`src/rtl/stack_sequencer.sv`:
```
// stack_sequencer
//
// Moves a masked set of register-file slots to or from a word-addressed stack,
// one bus beat per set mask bit. Push visits set bits lowest-first, pre-
// decrements SP by 2 and writes the slot value. Pop visits set bits
// highest-first, reads at SP, writes the slot and post-increments SP by 2.
// The slot at index SP_IDX is the stack pointer itself. A push stores the SP
// value latched at start. A pop skips the register write for that slot, but
// the address still advances.
//
// Handshake: mem_req is held high, with mem_addr, mem_wdata and mem_wr held
// stable, until a cycle in which mem_ack is also high. That cycle completes
// the beat. mem_ack is ignored while mem_req is low.
//
// Ports
//   clk, reset_n        clock, asynchronous active-low reset
//   start, mode, mask,  sequence request (mode 0 = push, 1 = pop), sampled
//   sp_in               only in IDLE
//   reg_sel, reg_rdata  register-file read port (reg_rdata is combinational)
//   reg_we, reg_wdata   register-file write port (pop only)
//   mem_req, mem_wr,    stack bus request / direction / address / data
//   mem_addr, mem_wdata
//   mem_rdata, mem_ack  stack bus read data / beat acknowledge
//   busy                high exactly while beats are being issued
//   done, sp_out        one-cycle completion pulse with the final SP
//   dbg_state_o         current FSM state, for observation only
module stack_sequencer #(
  parameter int MASK_W = 16,
  parameter int DATA_W = 16,
  parameter int SP_IDX = 4,
  localparam int SEL_W = (MASK_W > 1) ? $clog2(MASK_W) : 1
) (
  input  logic              clk,
  input  logic              reset_n,
  input  logic              start,
  input  logic              mode,
  input  logic [MASK_W-1:0] mask,
  input  logic [DATA_W-1:0] sp_in,
  output logic [SEL_W-1:0]  reg_sel,
  input  logic [DATA_W-1:0] reg_rdata,
  output logic              reg_we,
  output logic [DATA_W-1:0] reg_wdata,
  output logic              mem_req,
  output logic              mem_wr,
  output logic [DATA_W-1:0] mem_addr,
  output logic [DATA_W-1:0] mem_wdata,
  input  logic [DATA_W-1:0] mem_rdata,
  input  logic              mem_ack,
  output logic              busy,
  output logic              done,
  output logic [DATA_W-1:0] sp_out,
  output logic [1:0]        dbg_state_o
);

  typedef enum logic [1:0] {
    IDLE = 2'd0,
    XFER = 2'd1,
    DONE = 2'd2
  } state_e;

  localparam logic [SEL_W-1:0]  SP_SEL = SEL_W'(SP_IDX);
  localparam logic [DATA_W-1:0] TWO    = DATA_W'(2);

  state_e            state_q, state_d;
  logic              mode_q, mode_d;
  logic [MASK_W-1:0] mask_q, mask_d;   // slots still to transfer
  logic [DATA_W-1:0] sp_q, sp_d;       // running stack pointer
  logic [DATA_W-1:0] sp_in_q, sp_in_d; // SP at start, pushed for slot SP_IDX
  logic [DATA_W-1:0] sp_out_q, sp_out_d;

  logic [SEL_W-1:0]  slot;
  logic [MASK_W-1:0] slot_oh;
  logic [MASK_W-1:0] mask_rest;
  logic [DATA_W-1:0] sp_dec;
  logic [DATA_W-1:0] sp_next;
  logic              in_xfer;
  logic              slot_is_sp;

  // Pick the current slot. In push mode the loop runs high-to-low, so the
  // last match written is the lowest set bit. In pop mode it runs
  // low-to-high, so the last match written is the highest set bit.
  always_comb begin
    slot = '0;
    if (!mode_q) begin
      for (int i = MASK_W - 1; i >= 0; i--) begin
        if (mask_q[i]) slot = SEL_W'(i);
      end
    end else begin
      for (int i = 0; i < MASK_W; i++) begin
        if (mask_q[i]) slot = SEL_W'(i);
      end
    end
  end

  always_comb begin
    slot_oh = '0;
    for (int i = 0; i < MASK_W; i++) begin
      slot_oh[i] = (SEL_W'(i) == slot);
    end
  end

  assign mask_rest  = mask_q & ~slot_oh;
  assign sp_dec     = sp_q - TWO;   // modulo 2^DATA_W
  assign sp_next    = mode_q ? (sp_q + TWO) : sp_dec;
  assign in_xfer    = (state_q == XFER);
  assign slot_is_sp = (slot == SP_SEL);

  always_ff @(posedge clk or negedge reset_n) begin
    if (!reset_n) begin
      state_q  <= IDLE;
      mode_q   <= 1'b0;
      mask_q   <= '0;
      sp_q     <= '0;
      sp_in_q  <= '0;
      sp_out_q <= '0;
    end else begin
      state_q  <= state_d;
      mode_q   <= mode_d;
      mask_q   <= mask_d;
      sp_q     <= sp_d;
      sp_in_q  <= sp_in_d;
      sp_out_q <= sp_out_d;
    end
  end

  always_comb begin
    state_d  = state_q;
    mode_d   = mode_q;
    mask_d   = mask_q;
    sp_d     = sp_q;
    sp_in_d  = sp_in_q;
    sp_out_d = sp_out_q;
    case (state_q)
      IDLE: begin
        if (start) begin
          mode_d  = mode;
          mask_d  = mask;
          sp_d    = sp_in;
          sp_in_d = sp_in;
          if (mask == '0) begin
            state_d  = DONE;
            sp_out_d = sp_in;
          end else begin
            state_d = XFER;
          end
        end
      end
      XFER: begin
        if (mem_ack) begin
          mask_d = mask_rest;
          sp_d   = sp_next;
          if (mask_rest == '0) begin
            state_d  = DONE;
            sp_out_d = sp_next;
          end
        end
      end
      DONE: begin
        state_d = IDLE;
      end
      default: begin
        state_d = IDLE;
      end
    endcase
  end

  // The outputs are decoded from registered state. They stay constant for the
  // whole beat while mem_ack is low. reg_we and reg_wdata are the exception:
  // they follow mem_ack and mem_rdata combinationally.
  always_comb begin
    reg_sel   = in_xfer ? slot : '0;
    mem_req   = in_xfer;
    mem_wr    = in_xfer & ~mode_q;
    mem_addr  = '0;
    mem_wdata = '0;
    reg_we    = 1'b0;
    reg_wdata = '0;
    if (in_xfer) begin
      if (!mode_q) begin
        mem_addr  = sp_dec;
        mem_wdata = slot_is_sp ? sp_in_q : reg_rdata;
      end else begin
        mem_addr  = sp_q;
        reg_wdata = mem_rdata;
        reg_we    = mem_ack & ~slot_is_sp;
      end
    end
  end

  assign busy        = in_xfer;
  assign done        = (state_q == DONE);
  assign sp_out      = sp_out_q;
  assign dbg_state_o = state_q;

endmodule

```
`config.mk`:
```
export PLATFORM = sky130hd
export DESIGN_NAME = stack_sequencer
export DESIGN_NICKNAME = d
export VERILOG_FILES = /design/src/rtl/stack_sequencer.sv
export SDC_FILE = /design/constraint.sdc
export NUM_CORES = 1
export LEC_CHECK = 0
export BUFFER_PORTS_ARGS = -buffer_cell sky130_fd_sc_hd__buf_4
export CAP_MARGIN = 20
export CORE_ASPECT_RATIO = 0.5
export CORE_MARGIN = 5
export CORE_UTILIZATION = 40
export CTS_BUF_LIST = sky130_fd_sc_hd__clkbuf_8
export CTS_CLUSTER_SIZE = 12
export DETAILED_ROUTE_END_ITERATION = 8
export GPL_ROUTABILITY_DRIVEN = 1
export SLEW_MARGIN = 20
export SYNTH_ARGS = -nofsm -noshare
export SYNTH_HDL_FRONTEND = slang
export SYNTH_SLANG_ARGS = --single-unit
```
`constraint.sdc`:
```
create_clock -name clk -period 3.8 [get_ports clk]
set_input_delay 0.38 -clock clk [delete_from_list [all_inputs] [get_ports clk]]
set_output_delay 0.38 -clock clk [all_outputs]
set_load 0.03 [all_outputs]
```
==> qor_table.md, run 1 <==
| Group | Item | Reported |
|---|---|---|
| die | Area enclosed by the die boundary | 14000 um^2 |
| power and ir drop | Overall power | 6460 uW |
| flow run | Number of maximum-capacitance violations | 0 |
| critical path | CP endpoint kind | output pin |
| yosys | Mean area per synthesized cell | 7.84 um^2 |
| detailed routing | Detail-routed via count per cell | 5.39 |
| die | Site Rows | 27 |
| power and ir drop | Leakage power figure | 0.00291 uW |
| global routing | Number of global-route vias before repair | 4502 |
| detailed routing | Routed wire length | 15.4 mm |
| finish | Final Net Count | 788 |
| clock network | Clock-pin slew on the worst setup and hold paths | 0.09 ns |
| run status | Status | complete, no violations |
| detailed routing | DRT Pass-1 Iters | 5 |
| critical path | Library cell appearing most often on the critical path | sky130_fd_sc_hd__buf_4 |
| yosys | Synth Net Count | 663 |
| timing | Slew of the pin with the lowest slew margin | 0.897 ns |
| yosys | Synth warnings | 0 |
| clock network | Maximum level of the CTS H-tree | 3 |
| critical path | Crit path max-delay family | simple AND/OR/NAND/NOR gates |
| timing | Worst clock skew on the final layout | 0.0169 ns |
| critical path | Delay of the slowest cell on the worst path | 0.62 ns |
| power and ir drop | Power density of the placed cells | 1070 nW/um^2 |
| critical path | Slowest cell on the critical path | sky130_fd_sc_hd__or4_4 |
| hold path | Worst min-delay path class | in2async |
| critical path | Signal arrival time at the worst endpoint | 3.12 ns |
| global routing | Pin count of the biggest net entering global routing | 68 |
| finish | P&R area growth vs syn | 30.2% |
| yosys | Register area share after synthesis | 36.2% |
| global routing | Wire length of the first global-routing pass | 24.6 mm |
| yosys | Async set or reset register ratio after synthesis | 100% |
| yosys | Summed instance area of the synthesized netlist | 4630 um^2 |
| clock network | Setup repair bufs after CTS | 0 |
| timing | Setup TNS Final | 0 ns |
| die | Core Area | 11100 um^2 |
| clock network | Clock root cell | sky130_fd_sc_hd__clkbuf_8 |
| placement | Input/output buffers | 143 |
| detailed routing | Remaining design rule violation count | 0 |
| yosys | Cell count after synthesis | 590 |
| detailed routing | Total number of vias | 4664 |
| clock network | CTS buffer count | 9 |
| clock network | Hold-fix buffers, CTS | 0 |
| timing | Count of final hold-check violations | 0 |
| clock network | Clk Latency, worst-skew pair | 0.37 ns |
| timing | Final critical-path required period | 3.50 ns |
| critical path | Cells along the critical path | or4_4, nor2b_2, mux2i_1, or2_0, buf_4, nor2_2, buf_4, mux2i_1, nor2_1, buf_4 |
| die | Floorplan die height | 86.1 um |
| finish | Finished layout cell area | 6030 um^2 |
| placement | Inst Count DP | 849 |
| power and ir drop | Peak VDD IR | 0.425 mV |
| critical path | Kind of critical path | reg2out |
| clock network | CTS tree | done |
| die | Effective utilization at floorplan | 41.5% |
| detailed routing | Wire length per cell | 17.8 um |
| clock network | Sink Count | 67 |
| yosys | EDFF count, synth | 0 |
| timing | Unrepaired setup endpoints after global routing | no |
| clock network | Clock Tree Buf Depth | 2 |
| clock network | Cts repair resizes | 0 |
| global routing | Total congestion overflow | 0 |
| global routing | Number of antenna violations at the first check in global routing | 0 |
| finish | Post-route non-filler standard cell count | 865 |
| detailed routing | Antenna viol nets, final | 0 |
| placement | Post-placement worst setup slack | 0.446 ns |
| placement | RD Place Congestion | 0.865 |
| die | Die Span X | 162 um |
| timing | Max Transition Viols Final | 0 |
| critical path | CP Max Fanout | 18 |
| yosys | Number of unique standard cell types used by synthesis | 60 |
| timing | Setup violations, final | 0 |
| placement | Detailed Place HPWL | 11.6 mm |
| critical path | Critical Path Source Type | flop |
| placement | Area of placed instances | 5810 um^2 |
| timing | Relative slew slack | 40.2% |
| critical path | Number of buffers and inverters on the critical path | 3 |
| global routing | GRT Util Overall | 22.1% |
| die | I/O pin count | 144 |
| timing | Least setup slack across all paths after layout | 0.296 ns |
| critical path | Data required time of the worst path | 3.42 ns |
| finish | Fraction of layout instances using a drive strength above 1 | 28.2% |
| detailed routing | Detailed router's first-iteration violation count | 235 |
| finish | Ant. Diodes | 0 |
| yosys | Top_reg_cell synth | sky130_fd_sc_hd__dfrtp_1 |
| timing | Max Clock Freq | 285 MHz |
| yosys | Synth Register Bits | 67 |
| timing | Post-route clock period utilization | 92.2% |
[placed cells by master (no fill, tap or decap), types with 4 or more instances in the layout]
cell,Yosys,final
sky130_fd_sc_hd__a21o_1,4,4
sky130_fd_sc_hd__mux2i_1,19,19
sky130_fd_sc_hd__nor4_1,9,8
sky130_fd_sc_hd__nand3_1,11,11
sky130_fd_sc_hd__a22o_1,6,6
sky130_fd_sc_hd__and3_1,19,19
sky130_fd_sc_hd__clkbuf_8,0,9
sky130_fd_sc_hd__nor3_1,9,9
sky130_fd_sc_hd__buf_4,1,157
sky130_fd_sc_hd__dfrtp_1,67,67
sky130_fd_sc_hd__mux2_2,9,9
sky130_fd_sc_hd__xnor2_1,13,13
sky130_fd_sc_hd__o31ai_1,6,6
sky130_fd_sc_hd__nor2_1,81,80
sky130_fd_sc_hd__ha_1,4,4
sky130_fd_sc_hd__a21oi_1,15,14
sky130_fd_sc_hd__a31oi_1,8,8
sky130_fd_sc_hd__o21ai_0,48,48
sky130_fd_sc_hd__inv_1,13,13
sky130_fd_sc_hd__mux2_4,8,8
sky130_fd_sc_hd__nand2b_1,4,4
sky130_fd_sc_hd__and2_1,4,4
sky130_fd_sc_hd__xor2_1,14,14
sky130_fd_sc_hd__nand2_1,126,126
[where the power goes]
| group | total (uW) | switching, uW | internal (uW) | leakage (uW) |
|---|---|---|---|---|
| logic | 4390 | 2750 | 1640 | 0.00196 |
| clock network | 657 | 342 | 315 | 0.000107 |
| registers | 1410 | 407 | 1010 | 0.000846 |
[final timing paths]
kind / endpoint / slack, ns / start / cells past startpoint
min in group clk: sp_in_q[9] / 0.20 / sp_in[9] / 3
setup reg to reg: sp_out[14] / 0.38 / mask_q[9] / 10
max in group asynchronous: mask_q[10] / 3.08 / reset_n / 1
setup / recovery: mem_wdata[12] / 0.30 / mask_q[10] / 10
hold reg to reg: sp_q[0] / 0.48 / sp_q[0] / 2
hold / removal: sp_in_q[10] / 0.11 / reset_n / 1
[cells in the mapped netlist (6+ instances only)]
cell	count	area [um^2]
sky130_fd_sc_hd__nand2_1	126	473
sky130_fd_sc_hd__nor2_1	81	304
sky130_fd_sc_hd__dfrtp_1	67	1680
sky130_fd_sc_hd__o21ai_0	48	240
sky130_fd_sc_hd__clkbuf_1	33	124
sky130_fd_sc_hd__and3_1	19	119
sky130_fd_sc_hd__mux2i_1	19	190
sky130_fd_sc_hd__a21oi_1	15	75.1
sky130_fd_sc_hd__xor2_1	14	123
sky130_fd_sc_hd__inv_1	13	48.8
sky130_fd_sc_hd__xnor2_1	13	114
sky130_fd_sc_hd__nand3_1	11	55.1
sky130_fd_sc_hd__mux2_2	9	101
sky130_fd_sc_hd__nor3_1	9	45.0
sky130_fd_sc_hd__nor4_1	9	56.3
sky130_fd_sc_hd__a31oi_1	8	50.1
sky130_fd_sc_hd__mux2_4	8	120
sky130_fd_sc_hd__a22o_1	6	52.6
sky130_fd_sc_hd__buf_2	6	30.0
sky130_fd_sc_hd__o31ai_1	6	45.0
[registers in the layout, summed over array words and instances (netlist names)]
signal,count
dbg_state_o,2
sp_out,16
mask_q,16
mode_q,1
sp_q,16
sp_in_q,16
[stage by stage]
| stage | utilization, % | hold WS, ns |
|---|---|---|
| floorplan | - | 0.0844 |
| global placement | 52.1 | 0.454 |
| detailed placement | 52.1 | 0.466 |
| CTS | 54.0 | 0.162 |
| global route | 54.1 | 0.174 |
| finish | 54.1 | 0.110 |
[metal layers]
metal  GRT usage [%]  up-vias  wire length (um)
met1            28.8     2247              6910
li1                -     2272                 -
met2            37.1      125              7550
met4            5.30        0               249
met5               0        -                 0
met3            5.71       20               717
[cells by family after synthesis]
group                    synth area share [%]
AO/OA/AOI/OAI                            15.8
XOR/XNOR                                 5.11
adder cells (fa/ha/maj)                  1.08
multiplexers                             8.89
buffers and inverters                    5.11
AND/OR/NAND/NOR                          27.8
flip-flops                               36.2
[final cells by class]
cell class / count / area (um^2)
inverters: 15 / 56.3
repair buffers: 157 / 1180
well taps: 145 / 181
multi-input cells: 465 / 2730
clock buffers: 9 / 124
fillers: 1097 / 5120
flip-flops and latches: 67 / 1680
clock inverters: 7 / 81.3
[worst reg2reg max path, delay by kind of cell (launching register included)]
kind            cells  cell delay (ns)
simple gates        4             1.28
compound gates      4             0.96
flops               1             0.49
mux                 1             0.33
buf+inv             1             0.25
No activity file was read; power rests on OpenSTA's default activity.
==> inputs of run 2 (changes only) <==
- ABC_AREA: unset -> 1
- CELL_PAD_IN_SITES_DETAIL_PLACEMENT: unset -> 2
- CELL_PAD_IN_SITES_GLOBAL_PLACEMENT: unset -> 2
- CORE_UTILIZATION: 40 -> 28
- PLACE_DENSITY_LB_ADDON: unset -> 0.1
- SKIP_CTS_REPAIR_TIMING: unset -> 1
==> qor_table.md, run 2 <==
| Group | Item | Reported | Change |
|---|---|---|---|
| die | Effective utilization at floorplan | 28.9% | -13 points |
| clock network | Clock-pin slew on the worst setup and hold paths | 0.09 ns | about the same |
| finish | Number of filler cells placed in the layout | 1896 | +73% |
| critical path | Signal arrival time at the worst endpoint | 3.13 ns | about the same |
| flow run | Number of maximum-capacitance violations | 0 | unchanged |
| yosys | Cell count after synthesis | 676 | +15% |
| critical path | CP Max Fanout | 19 | +1 |
| yosys | Number of unique standard cell types used by synthesis | 35 | -42% |
| global routing | Number of global-route vias before repair | 5622 | +25% |
| global routing | GRT Util Overall | 19.3% | -2.8 points |
| yosys | Async set or reset register ratio after synthesis | 100% | unchanged |
| yosys | Most frequent cells after synthesis | 161 x sky130_fd_sc_hd__nand2_1, 106 x sky130_fd_sc_hd__nor2_1, 89 x sky130_fd_sc_hd__o21ai_0, 67 x sky130_fd_sc_hd__dfrtp_1, 66 x sky130_fd_sc_hd__inv_1 |  |
| yosys | Top_reg_cell synth | sky130_fd_sc_hd__dfrtp_1 |  |
| yosys | Largest area contributor in the synthesized netlist | sky130_fd_sc_hd__dfrtp_1 |  |
| die | I/O pin count | 144 | unchanged |
| clock network | Sink Count | 67 | unchanged |
| power and ir drop | Leakage power figure | 0.00303 uW | +3.9% |
| clock network | Clk Latency, worst-skew pair | 0.36 ns | about the same |
| yosys | EDFF count, synth | 0 | unchanged |
| finish | Most common cell after layout, fill and taps aside | sky130_fd_sc_hd__nand2_1 |  |
| global routing | Number of antenna violations at the first check in global routing | 0 | unchanged |
| power and ir drop | Peak VDD IR | 0.350 mV | -18% |
| yosys | Register area share after synthesis | 37.1% | +0.92 points |
| clock network | CTS buffer count | 9 | unchanged |
| yosys | Cell with the most instances after synthesis | sky130_fd_sc_hd__nand2_1 |  |
| detailed routing | Wire length per cell | 17.9 um | +0.11% |
| timing | Slew of the pin with the lowest slew margin | 0.951 ns | +0.0543 ns |
| clock network | Clock root cell | sky130_fd_sc_hd__clkbuf_8 |  |
| die | Area enclosed by the die boundary | 18900 um^2 | +36% |
| die | Site Rows | 32 | +19% |
| yosys | Mean area per synthesized cell | 6.68 um^2 | -15% |
| yosys | Leading post-synthesis cells by cell area | sky130_fd_sc_hd__dfrtp_1 37%, sky130_fd_sc_hd__nand2_1 13%, sky130_fd_sc_hd__o21ai_0 9.9%, sky130_fd_sc_hd__nor2_1 8.8%, sky130_fd_sc_hd__inv_1 5.5% |  |
| yosys | Synth Register Bits | 67 | unchanged |
| hold path | Worst min-delay path class | in2async |  |
| timing | Setup violations, final | 0 | unchanged |
| finish | Final core area utilization | 38.6% | -15 points |
| global routing | Total congestion overflow | 0 | unchanged |
| run status | Status | complete, no violations |  |
| timing | Final critical-path required period | 3.51 ns | +0.00304 ns |
| global routing | Pin count of the biggest net entering global routing | 68 | unchanged |
| finish | P&R area growth vs syn | 33.5% |  |
| clock network | Clock Tree Buf Depth | 2 | unchanged |
| yosys | Area share of the leading cell type in the synthesized netlist | 37.1% | +0.92 points |
| timing | Post-route clock period utilization | 92.3% | about the same |
| die | Core Area | 15600 um^2 | +40% |
| timing | Worst clock skew on the final layout | 0.0121 ns | -0.00475 ns |
| die | Die Span X | 190 um | +17% |
| detailed routing | Remaining design rule violation count | 0 | unchanged |
| critical path | Kind of critical path | reg2out |  |
| power and ir drop | Power density of the placed cells | 1070 nW/um^2 | -0.11% |
| timing | Max Transition Viols Final | 0 | unchanged |
| timing | Setup TNS Final | 0 ns | unchanged |
| finish | Final Net Count | 881 | +12% |
| finish | Fraction of layout instances using a drive strength above 1 | 24.0% | -4.2 points |
| detailed routing | DRT Pass-1 Iters | 4 | -1 |
| detailed routing | Total number of vias | 5028 | +7.8% |
| placement | Input/output buffers | 143 | unchanged |
| finish | Highest-count cells in the layout ignoring fill and taps | 161 x sky130_fd_sc_hd__nand2_1, 151 x sky130_fd_sc_hd__buf_4, 104 x sky130_fd_sc_hd__nor2_1 |  |
| timing | Count of final hold-check violations | 0 | unchanged |
| yosys | Synth warnings | 0 | unchanged |
| finish | Ant. Diodes | 0 | unchanged |
| detailed routing | Detail-routed via count per cell | 4.94 | -8.3% |
| clock network | Maximum level of the CTS H-tree | 3 | unchanged |
| die | Floorplan die height | 99.8 um | +16% |
| timing | Relative slew slack | 36.6% | -3.6 points |
| timing | Unrepaired setup endpoints after global routing | no |  |
| critical path | Critical Path Source Type | flop |  |
| yosys | Summed instance area of the synthesized netlist | 4510 um^2 | -2.5% |
| detailed routing | Antenna viol nets, final | 0 | unchanged |
| timing | Max Clock Freq | 285 MHz | about the same |
| placement | Detailed Place HPWL | 14.0 mm | +21% |
| detailed routing | Detailed router's first-iteration violation count | 185 | -21% |
| clock network | CTS tree | done |  |
| detailed routing | Routed wire length | 18.2 mm | +18% |
| critical path | CP endpoint kind | output pin |  |
| placement | RD Place Congestion | 0.842 | -2.7% |
| critical path | Data required time of the worst path | 3.42 ns | about the same |
| yosys | Synth Net Count | 749 | +13% |
| global routing | Wire length of the first global-routing pass | 29.4 mm | +20% |
run 2: path summary, 6_finish.rpt:
| check | start | to | slack [ns] | cells past startpoint |
|---|---|---|---|---|
| setup / recovery | mask_q[7] | mem_wdata[11] | 0.29 | 13 |
| hold / removal | reset_n | mask_q[8] | 0.15 | 1 |
| setup reg to reg | mode_q | sp_out[15] | 0.58 | 13 |
| hold reg to reg | sp_out[0] | sp_out[0] | 0.48 | 2 |
| max in group asynchronous | reset_n | sp_q[7] | 3.02 | 1 |
| min in group clk | mode | mode_q | 0.27 | 3 |
run 2: power breakdown:
part | switching (uW) | total (uW) | internal [uW]
combinational | 2990 | 4360 | 1370
clock | 321 | 709 | 388
sequential | 321 | 1390 | 1060
run 2: cell families (layout without fill, tap and decap cells):
logic type | after synthesis | in the layout | synth area share, %
AOI/OAI and AO/OA | 143 | 143 | 17.3
xor gates and xnor gates | 11 | 11 | 2.13
adders and majority gates | 4 | 4 | 1.11
buffers and inverters | 106 | 243 | 9.23
DFF | 67 | 67 | 37.2
muxes | 1 | 1 | 0.249
and+or+nand+nor | 344 | 344 | 32.8
run 2: area by class of cell:
class / count / area (um^2) / area share, %
clock buffers: 10 / 138 / 2.28
clock inverters: 6 / 88.8 / 1.47
inverters: 75 / 285 / 4.73
multi-input cells: 503 / 2430 / 40.3
flip-flops and latches: 67 / 1680 / 27.8
well taps: 204 / 255 / 4.24
repair buffers: 152 / 1150 / 19.1
run 2: through the flow:
stage | power (uW) | worst slack (ns) | instance area (um^2) | hold slack [ns] | instances
3_3_place_gp | 5670 | 0.729 | 5800 | 0.459 | 1001
6_report | 6450 | 0.293 | 6030 | 0.153 | 1017
2_1_floorplan | 4230 | 1.10 | 4510 | 0.0844 | 676
4_1_cts | 6550 | 0.0983 | 6020 | 0.180 | 1017
3_5_place_dp | 5810 | 0.556 | 5800 | 0.470 | 1001
5_1_grt | 7040 | 0.0488 | 6030 | 0.214 | 1017
run 2: critical path, stage by stage (launching register included):
cell and delay (ns):
sky130_fd_sc_hd__dfrtp_1 0.42, sky130_fd_sc_hd__nor2_1 0.25, sky130_fd_sc_hd__a21boi_1 0.22, sky130_fd_sc_hd__o21ai_0 0.10, sky130_fd_sc_hd__nand2_1 0.07, sky130_fd_sc_hd__nand2_1 0.08
sky130_fd_sc_hd__nand2_1 0.10, sky130_fd_sc_hd__nand2_2 0.18, sky130_fd_sc_hd__inv_2 0.20, sky130_fd_sc_hd__nand4_4 0.31, sky130_fd_sc_hd__clkinvlp_4 0.38, sky130_fd_sc_hd__nor2_1 0.07
sky130_fd_sc_hd__nor2_1 0.17, sky130_fd_sc_hd__buf_4 0.19
run 2: per-layer routing:
metal,up-vias,track usage [%],routed length (um)
li1,2462,-,-
met1,2459,24.3,8300
met2,91,34.8,9040
met3,16,4.38,665
met4,0,3.11,142
met5,-,0,0
